==> config.mk <==
export PLATFORM = sky130hd
export DESIGN_NAME = cdc_hs_arbiter
export DESIGN_NICKNAME = d
export VERILOG_FILES = /design/src/rtl/cdc_hs_arbiter.sv
export SDC_FILE = /design/constraint.sdc
export NUM_CORES = 1
export LEC_CHECK = 0
export ABC_AREA = 1
export BUFFER_PORTS_ARGS = -buffer_cell sky130_fd_sc_hd__buf_2
export CAP_MARGIN = 40
export CELL_PAD_IN_SITES_DETAIL_PLACEMENT = 1
export CELL_PAD_IN_SITES_GLOBAL_PLACEMENT = 2
export CORE_MARGIN = 3
export CORE_UTILIZATION = 24
export DETAILED_ROUTE_END_ITERATION = 7
export PLACE_DENSITY_LB_ADDON = 0.1
export RECOVER_POWER = 100
export SETUP_SLACK_MARGIN = 0.4
export SLEW_MARGIN = 20
export SYNTH_ARGS = -nofsm -noshare
export SYNTH_HDL_FRONTEND = slang
export SYNTH_SLANG_ARGS = --single-unit
==> constraint.sdc <==
create_clock -name i_clk -period 1.31 [get_ports i_clk]
set_input_delay 0.393 -clock i_clk [delete_from_list [all_inputs] [get_ports i_clk]]
set_output_delay 0.393 -clock i_clk [all_outputs]
set_load 0.01 [all_outputs]
==> src/rtl/cdc_hs_arbiter.sv <==
// Source side of a shared 4-phase req/ack CDC channel: round-robin picks one
// local requester, registers its payload, and sequences req/ack with abort on timeout.
module cdc_hs_arbiter #(
    parameter int unsigned N_REQ   = 4,
    parameter int unsigned DATA_W  = 8,
    parameter int unsigned TIMEOUT = 255
) (
    input  logic                       i_clk,
    input  logic                       i_rst_n,
    input  logic [N_REQ-1:0]           i_req,
    input  logic [N_REQ*DATA_W-1:0]    i_data,
    output logic [N_REQ-1:0]           o_gnt,
    output logic [N_REQ-1:0]           o_timeout,
    output logic                       o_busy,
    output logic [$clog2(N_REQ)-1:0]   o_owner,
    output logic                       o_xfer_req,
    output logic [DATA_W-1:0]          o_xfer_data,
    input  logic                       i_xfer_ack
);

    localparam int unsigned OWN_W    = $clog2(N_REQ);
    localparam int unsigned CNT_W    = (TIMEOUT == 0) ? 1 : $clog2(TIMEOUT + 1);
    localparam int unsigned CNT_LAST = (TIMEOUT == 0) ? 0 : TIMEOUT - 1;

    localparam logic [CNT_W-1:0] CNT_LAST_V = CNT_W'(CNT_LAST);
    localparam logic [OWN_W-1:0] OWN_MAX    = OWN_W'(N_REQ - 1);

    localparam logic [1:0] S_IDLE     = 2'd0;
    localparam logic [1:0] S_ACK_WAIT = 2'd1;
    localparam logic [1:0] S_REL_WAIT = 2'd2;

    logic [1:0]        state_q,     state_d;
    logic [OWN_W-1:0]  owner_q,     owner_d;
    logic [OWN_W-1:0]  ptr_q,       ptr_d;
    logic [CNT_W-1:0]  cnt_q,       cnt_d;
    logic              xfer_req_q,  xfer_req_d;
    logic [DATA_W-1:0] xfer_data_q, xfer_data_d;
    logic [N_REQ-1:0]  gnt_q,       gnt_d;
    logic [N_REQ-1:0]  tmo_q,       tmo_d;
    logic              busy_q,      busy_d;

    logic              hi_found, lo_found;
    logic [OWN_W-1:0]  hi_idx, lo_idx, win_idx;
    logic [DATA_W-1:0] win_data;
    logic [OWN_W-1:0]  next_ptr;
    logic [N_REQ-1:0]  owner_oh;
    logic              tmo_hit;

    // Round-robin search: lowest active index at/above the pointer, else lowest overall.
    always_comb begin
        hi_found = 1'b0;
        lo_found = 1'b0;
        hi_idx   = '0;
        lo_idx   = '0;
        for (int unsigned k = 0; k < N_REQ; k++) begin
            if (i_req[k] && !lo_found) begin
                lo_found = 1'b1;
                lo_idx   = OWN_W'(k);
            end
            if (i_req[k] && !hi_found && (k >= 32'(ptr_q))) begin
                hi_found = 1'b1;
                hi_idx   = OWN_W'(k);
            end
        end
        win_idx  = hi_found ? hi_idx : lo_idx;
        win_data = '0;
        for (int unsigned k = 0; k < N_REQ; k++) begin
            if (OWN_W'(k) == win_idx) begin
                win_data = i_data[k*DATA_W +: DATA_W];
            end
        end
    end

    always_comb begin
        next_ptr = (owner_q == OWN_MAX) ? '0 : owner_q + OWN_W'(1);
        owner_oh = N_REQ'(1) << owner_q;
        tmo_hit  = (TIMEOUT != 0) && (cnt_q == CNT_LAST_V);
    end

    // Handshake sequencer.
    always_comb begin
        state_d     = state_q;
        owner_d     = owner_q;
        ptr_d       = ptr_q;
        cnt_d       = cnt_q;
        xfer_req_d  = xfer_req_q;
        xfer_data_d = xfer_data_q;
        gnt_d       = '0;
        tmo_d       = '0;

        case (state_q)
            S_IDLE: begin
                // A stale high ack from the far side must clear before a new transfer.
                if ((|i_req) && !i_xfer_ack) begin
                    owner_d     = win_idx;
                    xfer_data_d = win_data;
                    xfer_req_d  = 1'b1;
                    cnt_d       = '0;
                    state_d     = S_ACK_WAIT;
                end
            end
            S_ACK_WAIT: begin
                if (i_xfer_ack) begin
                    xfer_req_d = 1'b0;
                    cnt_d      = '0;
                    state_d    = S_REL_WAIT;
                end else if (tmo_hit) begin
                    xfer_req_d = 1'b0;
                    tmo_d      = owner_oh;
                    ptr_d      = next_ptr;
                    state_d    = S_IDLE;
                end else begin
                    cnt_d = cnt_q + CNT_W'(1);
                end
            end
            S_REL_WAIT: begin
                if (!i_xfer_ack) begin
                    gnt_d   = owner_oh;
                    ptr_d   = next_ptr;
                    state_d = S_IDLE;
                end else if (tmo_hit) begin
                    tmo_d   = owner_oh;
                    ptr_d   = next_ptr;
                    state_d = S_IDLE;
                end else begin
                    cnt_d = cnt_q + CNT_W'(1);
                end
            end
            default: begin
                xfer_req_d = 1'b0;
                state_d    = S_IDLE;
            end
        endcase

        busy_d = (state_d != S_IDLE);
    end

    always_ff @(posedge i_clk) begin
        if (!i_rst_n) begin
            state_q     <= S_IDLE;
            owner_q     <= '0;
            ptr_q       <= '0;
            cnt_q       <= '0;
            xfer_req_q  <= 1'b0;
            xfer_data_q <= '0;
            gnt_q       <= '0;
            tmo_q       <= '0;
            busy_q      <= 1'b0;
        end else begin
            state_q     <= state_d;
            owner_q     <= owner_d;
            ptr_q       <= ptr_d;
            cnt_q       <= cnt_d;
            xfer_req_q  <= xfer_req_d;
            xfer_data_q <= xfer_data_d;
            gnt_q       <= gnt_d;
            tmo_q       <= tmo_d;
            busy_q      <= busy_d;
        end
    end

    assign o_gnt       = gnt_q;
    assign o_timeout   = tmo_q;
    assign o_busy      = busy_q;
    assign o_owner     = owner_q;
    assign o_xfer_req  = xfer_req_q;
    assign o_xfer_data = xfer_data_q;

endmodule

==> results.md, run 1 <==
- Counting flops and latches in the post-synthesis netlist gives 32.
- The final wirelength is ~7.1 mm.
- The distinct cell type count of the synthesized netlist is 25.
- The routed length on met3 is roughly 300 microns.
- The number of antenna violations at the first check in global routing is 0.
- Among all stages on the critical path, the largest delay is contributed by dfxtp_4.
- The sequential-to-total area share from yosys stat is about 33%.
- Across all setup checks in the final design, the least slack found is -0.08911 ns.
- The pre-antenna-repair detailed-routing pass consisted of 4 iterations.
- The clock tree from TritonCTS is done.
- The kind of launch point of the worst setup path is a register.
- For this run, the share of the core covered by cells in the final layout is around 45%.
- The repair_antennas step left the layout with diodes totalling 0.
- The wire-length estimate of the detail-placed layout is ~5.3 mm.
- In the post-synthesis netlist, the cell with the most instances is nand2_1.
- The run finished, with violations left.
- The routed via count divided by cell count is around 4.5.
- The power per unit of standard cell area is ~800 nW/um^2.
- The worst setup skew after layout is approximately 0.0084 ns.
- For the pin with the worst max-slew slack, the measured transition is around 0.24 ns.
- CTS placed an instance of clkbuf_8 at the clock tree root.
- The post-route netlist has between 60% and 70% of its cells at a drive strength greater than 1.
- Max-cap violations in this run came to 0.
- The worst hold path class is in2reg.
- The share of synthesized area in the top cell type comes to between 30% and 40%.
- The clock-pin slew on the worst setup and hold paths is roughly 0.080 ns.
- In this run the critical register-to-register path is launched from state_q[0].
- The relative slew slack is approximately 84%.
- The instance count along the most critical hold path is 3.
- The via count of the first global-routing pass is roughly 2400.
- Subtracting the final worst setup slack from the clock period gives 1.399 ns.
- The total area inside the core boundary comes to a little under 8000 sq um.
- Setup violations remaining at the end of the flow were counted as 24.
- The H-tree depth is 2.
- By area the synthesized netlist is led by dfxtp_1, nand2_1, ha_1, nand3_1, inv_1.
- Setup repair after global routing could not meet its margin everywhere.
- Routability-driven placement finished with a final weighted congestion of around 0.76.
- The ratio of final minimum period to clock period is 106.8%.
- For the worst-skew pair, the clock arrives at the later sink with an insertion delay of between 0.2 and 0.3 ns.
- The final number of max-transition violations came to 0.
- The number of buffer and inverter instances along the worst setup path is 3.
- The peak supply drop is 0.4327 mV.
- The full die area is just over 9000 sq um.
- In the synthesized netlist, the number of instances is 276.
- The critical path capture point type is a register.
- For this design the static power due to leakage is ~1.5 nW.
- The top routing layer in use is met4.
- In the synthesized netlist the dominant register cell turns out to be dfxtp_1.
- The final routed DRC violation total is 0.
- The number of placement rows is 32.
- The finished layout holds 498 standard cells, fillers aside.
- The hold violation total from the final report is 0.
- The maximum clock rate is 714.7 MHz.
- The number of clock buffers inserted by TritonCTS is 5.
- The cell family contributing the most delay on the critical path is flip-flops.
- Counting stages on the worst path, the most repeated cell is buf_6.
- The cell total after placement is approximately 480.
- Yosys printed 0 warnings.
- The dominant cell type by area after synthesis is dfxtp_1.
- From synthesis to final layout, the design area changed by 80.97%.
- The largest fanout on the critical path is 3.
- When the netlist entered floorplanning its net count stood at approximately 330.
- By count the netlist is led by nand2_1, dfxtp_1, inv_1.
- For this design the top-level I/O count stands at 59.
- Yosys mapped a number of flops with a built-in enable equal to 0.
- The share of flip-flops with an asynchronous set or reset is 0%.
- The startpoint identified for the worst hold timing path is i_rst_n.
- The number of antenna-violating nets in the routed design is 0.
- Once the floorplan was initialized, standard cells occupied between 20% and 30% of the core.
- The die is 95.60 microns wide.
- The number of DRC markers after the initial detailed-route iteration is 43.
- The sink count of the clock tree is 32.
- OpenSTA, run right after detailed placement, puts the worst setup slack at -0.3480 ns.
- Data on the critical path arrives at its endpoint at around 1.6 ns.
- The aggregate global-route resource usage is between 15 and 20%.
- The routed design uses 3.698 mm of met2 wire.
- After detailed routing, the average wire length per cell comes to about 14 microns.
- The checks that failed: negative setup slack.
- Counting the fill cells in the layout gives 942.
- The aggregate global routing overflow is 0.
- In this run the worst setup path begins at state_q[0].
- The chip height is around 96 microns.
- The total via count in the routed design is between 2000 and 2500.
- The depth of the worst register-to-register path is 9.
- The number of buffers added on ports is 58.
- The number of cells on the critical path is 9.
- In this run the cell area of the synthesized design comes to slightly below 2000 sq um.
- Traced cell by cell, the critical path runs through buf_6, ha_4, nand2_4, inv_4, o21ai_4, nor2_4, buf_6, a22oi_2, nor2_1.
- Averaged over all synthesized cells, the footprint is about 7.0 sq um.
- The largest net degree at the start of global routing is 13.
- The critical path is of the reg2reg type.
- The wire length of the first global-routing pass is 11.21 mm.
- The peak per-stage delay on the critical path is approximately 0.37 ns.
- The final-stage net count is 444.
- The worst endpoint required time is around 1.5 ns.
- The longest clock path from root to sink contains 2 buffers.
- The wire length on met1 is between 3 and 4 mm.
## worst paths after layout
path / endpoint / slack (ns)
max: cnt_q[7] / -0.09
min: o_xfer_data[6] / 0.43
max reg2reg: cnt_q[7] / -0.09
min reg2reg: o_xfer_data[3] / 0.48
## where the power goes
part / switching (mW) / total (mW) / internal, mW
combinational: 0.455 / 0.901 / 0.446
clock: 0.451 / 0.828 / 0.377
sequential: 0.0461 / 1.07 / 1.02
total: 0.952 / 2.80 / 1.85
## stage by stage
| stage | area, sq um | setup TNS, ns | hold slack [ns] | power [mW] |
|---|---|---|---|---|
| final | 3487 | -1.138 | 0.4344 | 2.799 |
| after CTS | 3282 | -1.174 | 0.4245 | 2.762 |
| after global routing | 3487 | -3.485 | 0.4422 | 2.952 |
| after global placement | 2780 | -6.029 | 0.4454 | 1.753 |
| after floorplan | 2047 | -0.1313 | 0.4693 | 1.451 |
| after detailed placement | 2780 | -6.425 | 0.4703 | 1.761 |
## logic make-up (layout without fill, tap and decap cells)
logic type | after synthesis | count (layout) | synth area share, %
buf+inv | 42 | 160 | 9.480
fa+ha+maj | 10 | 10 | 6.494
simple gates | 146 | 148 | 37.27
compound gates | 46 | 46 | 13.51
flops | 32 | 32 | 33.25
## layer usage
layer | GRT usage (%) | up-vias
met5 | 0 | -
met4 | 4.384 | 0
met3 | 3.394 | 6
met2 | 28.49 | 51
met1 | 19.50 | 1067
li1 | - | 1141
## placed cells by master (no fill, tap or decap), drive strengths merged
cell type  netlist  layout
nand2           70      72
inv             34      34
a21oi           22      22
a211oi           2       2
a22oi            1       1
dfxtp           32      32
nand3           25      25
clkinv           1       2
nor3             5       5
clkbuf           2       7
nor2            33      33
nand4           13      13
o21ai           21      21
clkinvlp         0       2
buf              5     115
ha              10      10
## timing repair
item	in CTS	in global routing
resized for setup	88	52
setup buffers	11	2
setup endpoints to repair	52	52
hold buffers	0	0
endpoints found under the hold margin	0	0
gates cloned	1	1
pin swaps	35	23
## worst register-to-register path, cell delays in order (launching register included)
cell,delay (ns)
dfxtp_4,0.37
buf_6,0.12
ha_4,0.16
nand2_4,0.09
inv_4,0.05
o21ai_4,0.15
nor2_4,0.07
buf_6,0.12
a22oi_2,0.11
nor2_1,0.05
## registers in the layout (all words and copies together) (netlist names)
signal / count
cnt_q: 8
state_q: 2
o_owner: 2
o_gnt: 4
ptr_q: 2
o_xfer_data: 8
o_timeout: 4
o_busy: 1
o_xfer_req: 1
## layout make-up
type,instances,area (sq um),share of cell area (%)
timing repair buffer,117,929.6,26.66
multi-input combinational,204,1500,43.02
sequential,32,679.4,19.48
tap,102,127.6,3.660
clock inverter,3,23.77,0.6817
inverter,35,157.7,4.521
clock buffer,5,68.82,1.973
Note: power is estimated with default switching activity, not from simulation.
==> inputs of run 2 (changes only) <==
--- a/config.mk
+++ b/config.mk
@@ -10,7 +10,6 @@
 export CAP_MARGIN = 40
 export CELL_PAD_IN_SITES_DETAIL_PLACEMENT = 1
 export CELL_PAD_IN_SITES_GLOBAL_PLACEMENT = 2
-export CORE_MARGIN = 3
 export CORE_UTILIZATION = 24
 export DETAILED_ROUTE_END_ITERATION = 7
 export PLACE_DENSITY_LB_ADDON = 0.1
@@ -20,3 +19,4 @@
 export SYNTH_ARGS = -nofsm -noshare
 export SYNTH_HDL_FRONTEND = slang
 export SYNTH_SLANG_ARGS = --single-unit
+export TNS_END_PERCENT = 20
==> constraint.sdc (replaced) <==
create_clock -name i_clk -period 1.28 [get_ports i_clk]
set_input_delay 0.384 -clock i_clk [delete_from_list [all_inputs] [get_ports i_clk]]
set_output_delay 0.384 -clock i_clk [all_outputs]
set_load 0.01 [all_outputs]
==> run 2 against run 1 <==
Net effect:
- the flow still finishes with violations (negative setup slack)
- design area decreased by 5.5%
- setup slack got worse by 0.048 ns
- sequential cell count unchanged
- clock skew increased by 0.0012 ns
- core utilization decreased by 2.3 points
- die area decreased by 8.2%
- largest cell class unchanged
- largest power group unchanged
==> results.md, run 2 (synthesis results as in run 1) <==
- The flow ran to the end, but the final reports show violations.
- The final reports fail on negative setup slack.
- Setup violations remaining at the end of the flow were counted as 23.
- At the placement stage, the worst setup path has a slack of -0.3882 ns.
- Traced cell by cell, the critical path runs through buf_4, ha_4, nand2_2, inv_2, o21ai_4, nor2_4, nand3_2, a21oi_2.
- The register-to-register setup slack is -0.14 ns.
- The worst hold path class is in2reg.
- Across all setup checks in the final design, the least slack found is -0.1369 ns.
- For this configuration, the core starts out at a cell density of between 20% and 30%.
- The number of placement rows is 32.
- Power spread over the standard cell area amounts to a little under 900 nW/um^2.
- The number of DRC markers after the initial detailed-route iteration is 52.
- In this run, CTS created clock tree buffers numbering 5.
- The final routed DRC violation total is 0.
- The clock tree synthesis step divided the H-tree into 2 levels.
- The maximum clock rate is ~710 MHz.
- The worst path in the final design needs a cycle of approximately 1.4 ns, including I/O delays and setup.
- The hold violation total from the final report was 0.
- The wire length of the first global-routing pass is ~11 mm.
- CTS saw 32 sinks.
- The fill cell instance count of the final layout is 951.
- The routed via count divided by cell count is 4.429.
- Of all nets on the critical path, the largest fanout is 8.
- The floorplan step defined a die boundary enclosing between 8000 and 9000 sq um.
- The total via count in the routed design is 2201.
- Across the run, the number of max-cap violations was 0.
- The core region is between 7000 and 8000 sq um.
- Clock latency on the worst-skew pair, taken at its later pin, is 0.29 ns.
- The clock-pin slew on the worst setup and hold paths is approximately 0.080 ns.
- For this run the aggregate overflow at the end of global routing stands at 0.
- In the layout the commonest cells are nand2_1, buf_4, buf_2.
- At the end of the flow, the number of nets in the layout was 443.
- The repair_antennas step left the layout with diodes totalling 0.
- The final number of max-transition violations is 0.
- The via count of the first global-routing pass is 2360.
- a little under 60 I/O pins were placed.
- The width of the die is slightly above 90 microns.
- The chip height is 91.60 microns.
- For this design the static power due to leakage is 1.444 nW.
- The clock passes through at most 2 buffers.
- The worst setup skew after layout is around 0.0097 ns.
- The number of buffers added on ports is 58.
- Of the available clock period, the critical path in the final layout requires 110.7%.
- The kind of launch point of the worst setup path is a register.
- Cells with a size suffix above 1 make up 51.39% of the layout.
- Relative to the synthesized area, the layout overhead comes to 70.97%.
- In this run the remaining antenna-violating nets after routing total 0.
- At the end of routability-driven placement, the weighted congestion stood at ~0.79.
- The worst register-to-register path has a depth of 8.
- Entering global routing, the biggest net connects 18 pins.
- The share of the core filled with cells in the final layout is between 40% and 50%.
- The worst endpoint required time is approximately 1.5 ns.
- For the worst setup path, the data arrival time is between 1.5 and 2 ns.
- The path type of the worst setup path is reg2reg.
- STA classifies the critical path endpoint as a register.
- Global routing used 16.91% of the available tracks across all layers.
- The number of iterations in the first detailed-routing pass is 4.
- The peak supply drop is around 0.44 mV.
- Along the worst hold path, the cell count comes to 5.
- The worst hold slack across all endpoints is 0.4254 ns.
- The final wirelength is 6.578 mm.
- The cell at the slowest stage of the critical path is dfxtp_4.
- For the final routed database, the setup TNS stands at -2.081 ns.
- CTS placed an instance of clkbuf_8 at the clock tree root.
- Setup repair after global routing could not meet its margin everywhere.
- The wire-length estimate of the detail-placed layout is 4.922 mm.
- On the worst path, the slowest cell contributes a delay of ~0.38 ns.
- The leading cell type in the layout, fill and taps excluded is nand2_1.
- Headroom to the max-slew limit came out at a little over 80%.
- The number of antenna violations at the first check in global routing is 0.
- The average detailed-routed wire length per instance is approximately 13 microns.
- TritonCTS built the clock tree.
- The actual transition at the worst max-transition pin is 0.2687 ns.
-- run 2: changes by cell type in the layout (fill, tap and decap cells not counted), moves of 8 or more --
cell	previous run	this run
buf_6	31	9
clkbuf_1	2	18
dfxtp_2	16	4
buf_4	37	46
dfxtp_1	11	20
o21ai_0	3	11
-- run 2: timing repair --
action	4_1_cts	5_1_grt
gates cloned	1	0
resized for setup	65	49
setup endpoints to repair	52	52
hold buffers	0	0
pin swaps	31	26
setup buffers	6	6
-- run 2: path summary, 6_finish.rpt --
path	start	end
worst max-delay path	state_q[0]	cnt_q[0]
worst min-delay path	i_data[18]	o_xfer_data[2]
worst max register to register	state_q[0]	cnt_q[0]
worst min register to register	o_xfer_req	o_xfer_req
-- run 2: per-layer routing --
layer | track usage [%] | part of all wire (%)
met1 | 20.90 | 47
met2 | 29.70 | 48
met3 | 3.350 | 3.9
met4 | 4.365 | 1.1
met5 | 0 | 0
-- run 2: area by class of cell --
class	instances	area, sq um	share of cell area, %
Inverter	35	146.4	4.444
Sequential cell	32	675.6	20.51
Clock buffer	6	72.57	2.203
Timing Repair Buffer	117	805.8	24.46
Multi-Input combinational cell	203	1431	43.45
Tap cell	102	127.6	3.874
Clock inverter	2	35.03	1.063
-- run 2: worst max-delay path, delay by kind of cell (launching register included) --
family	cells	cell delay, ns
and+or+nand+nor	3	0.40
adders and majority gates	1	0.14
AOI/OAI and AO/OA	2	0.20
DFF	1	0.38
buffers and inverters	2	0.22
-- run 2: per-stage QoR --
step | power (mW) | instance area [sq um] | std cells
2_1_floorplan | 1.453 | 1971 | 276
3_3_place_gp | 1.761 | 2731 | 476
3_5_place_dp | 1.764 | 2731 | 476
4_1_cts | 2.854 | 3100 | 491
5_1_grt | 3.020 | 3294 | 497
6_report | 2.852 | 3294 | 497
-- run 2: report_power, final --
| part | internal [mW] | switching, mW |
|---|---|---|
| Clock | 0.578 | 0.393 |
| Sequential | 1.04 | 0.0414 |
| Combinational | 0.374 | 0.430 |
| Total | 1.99 | 0.864 |
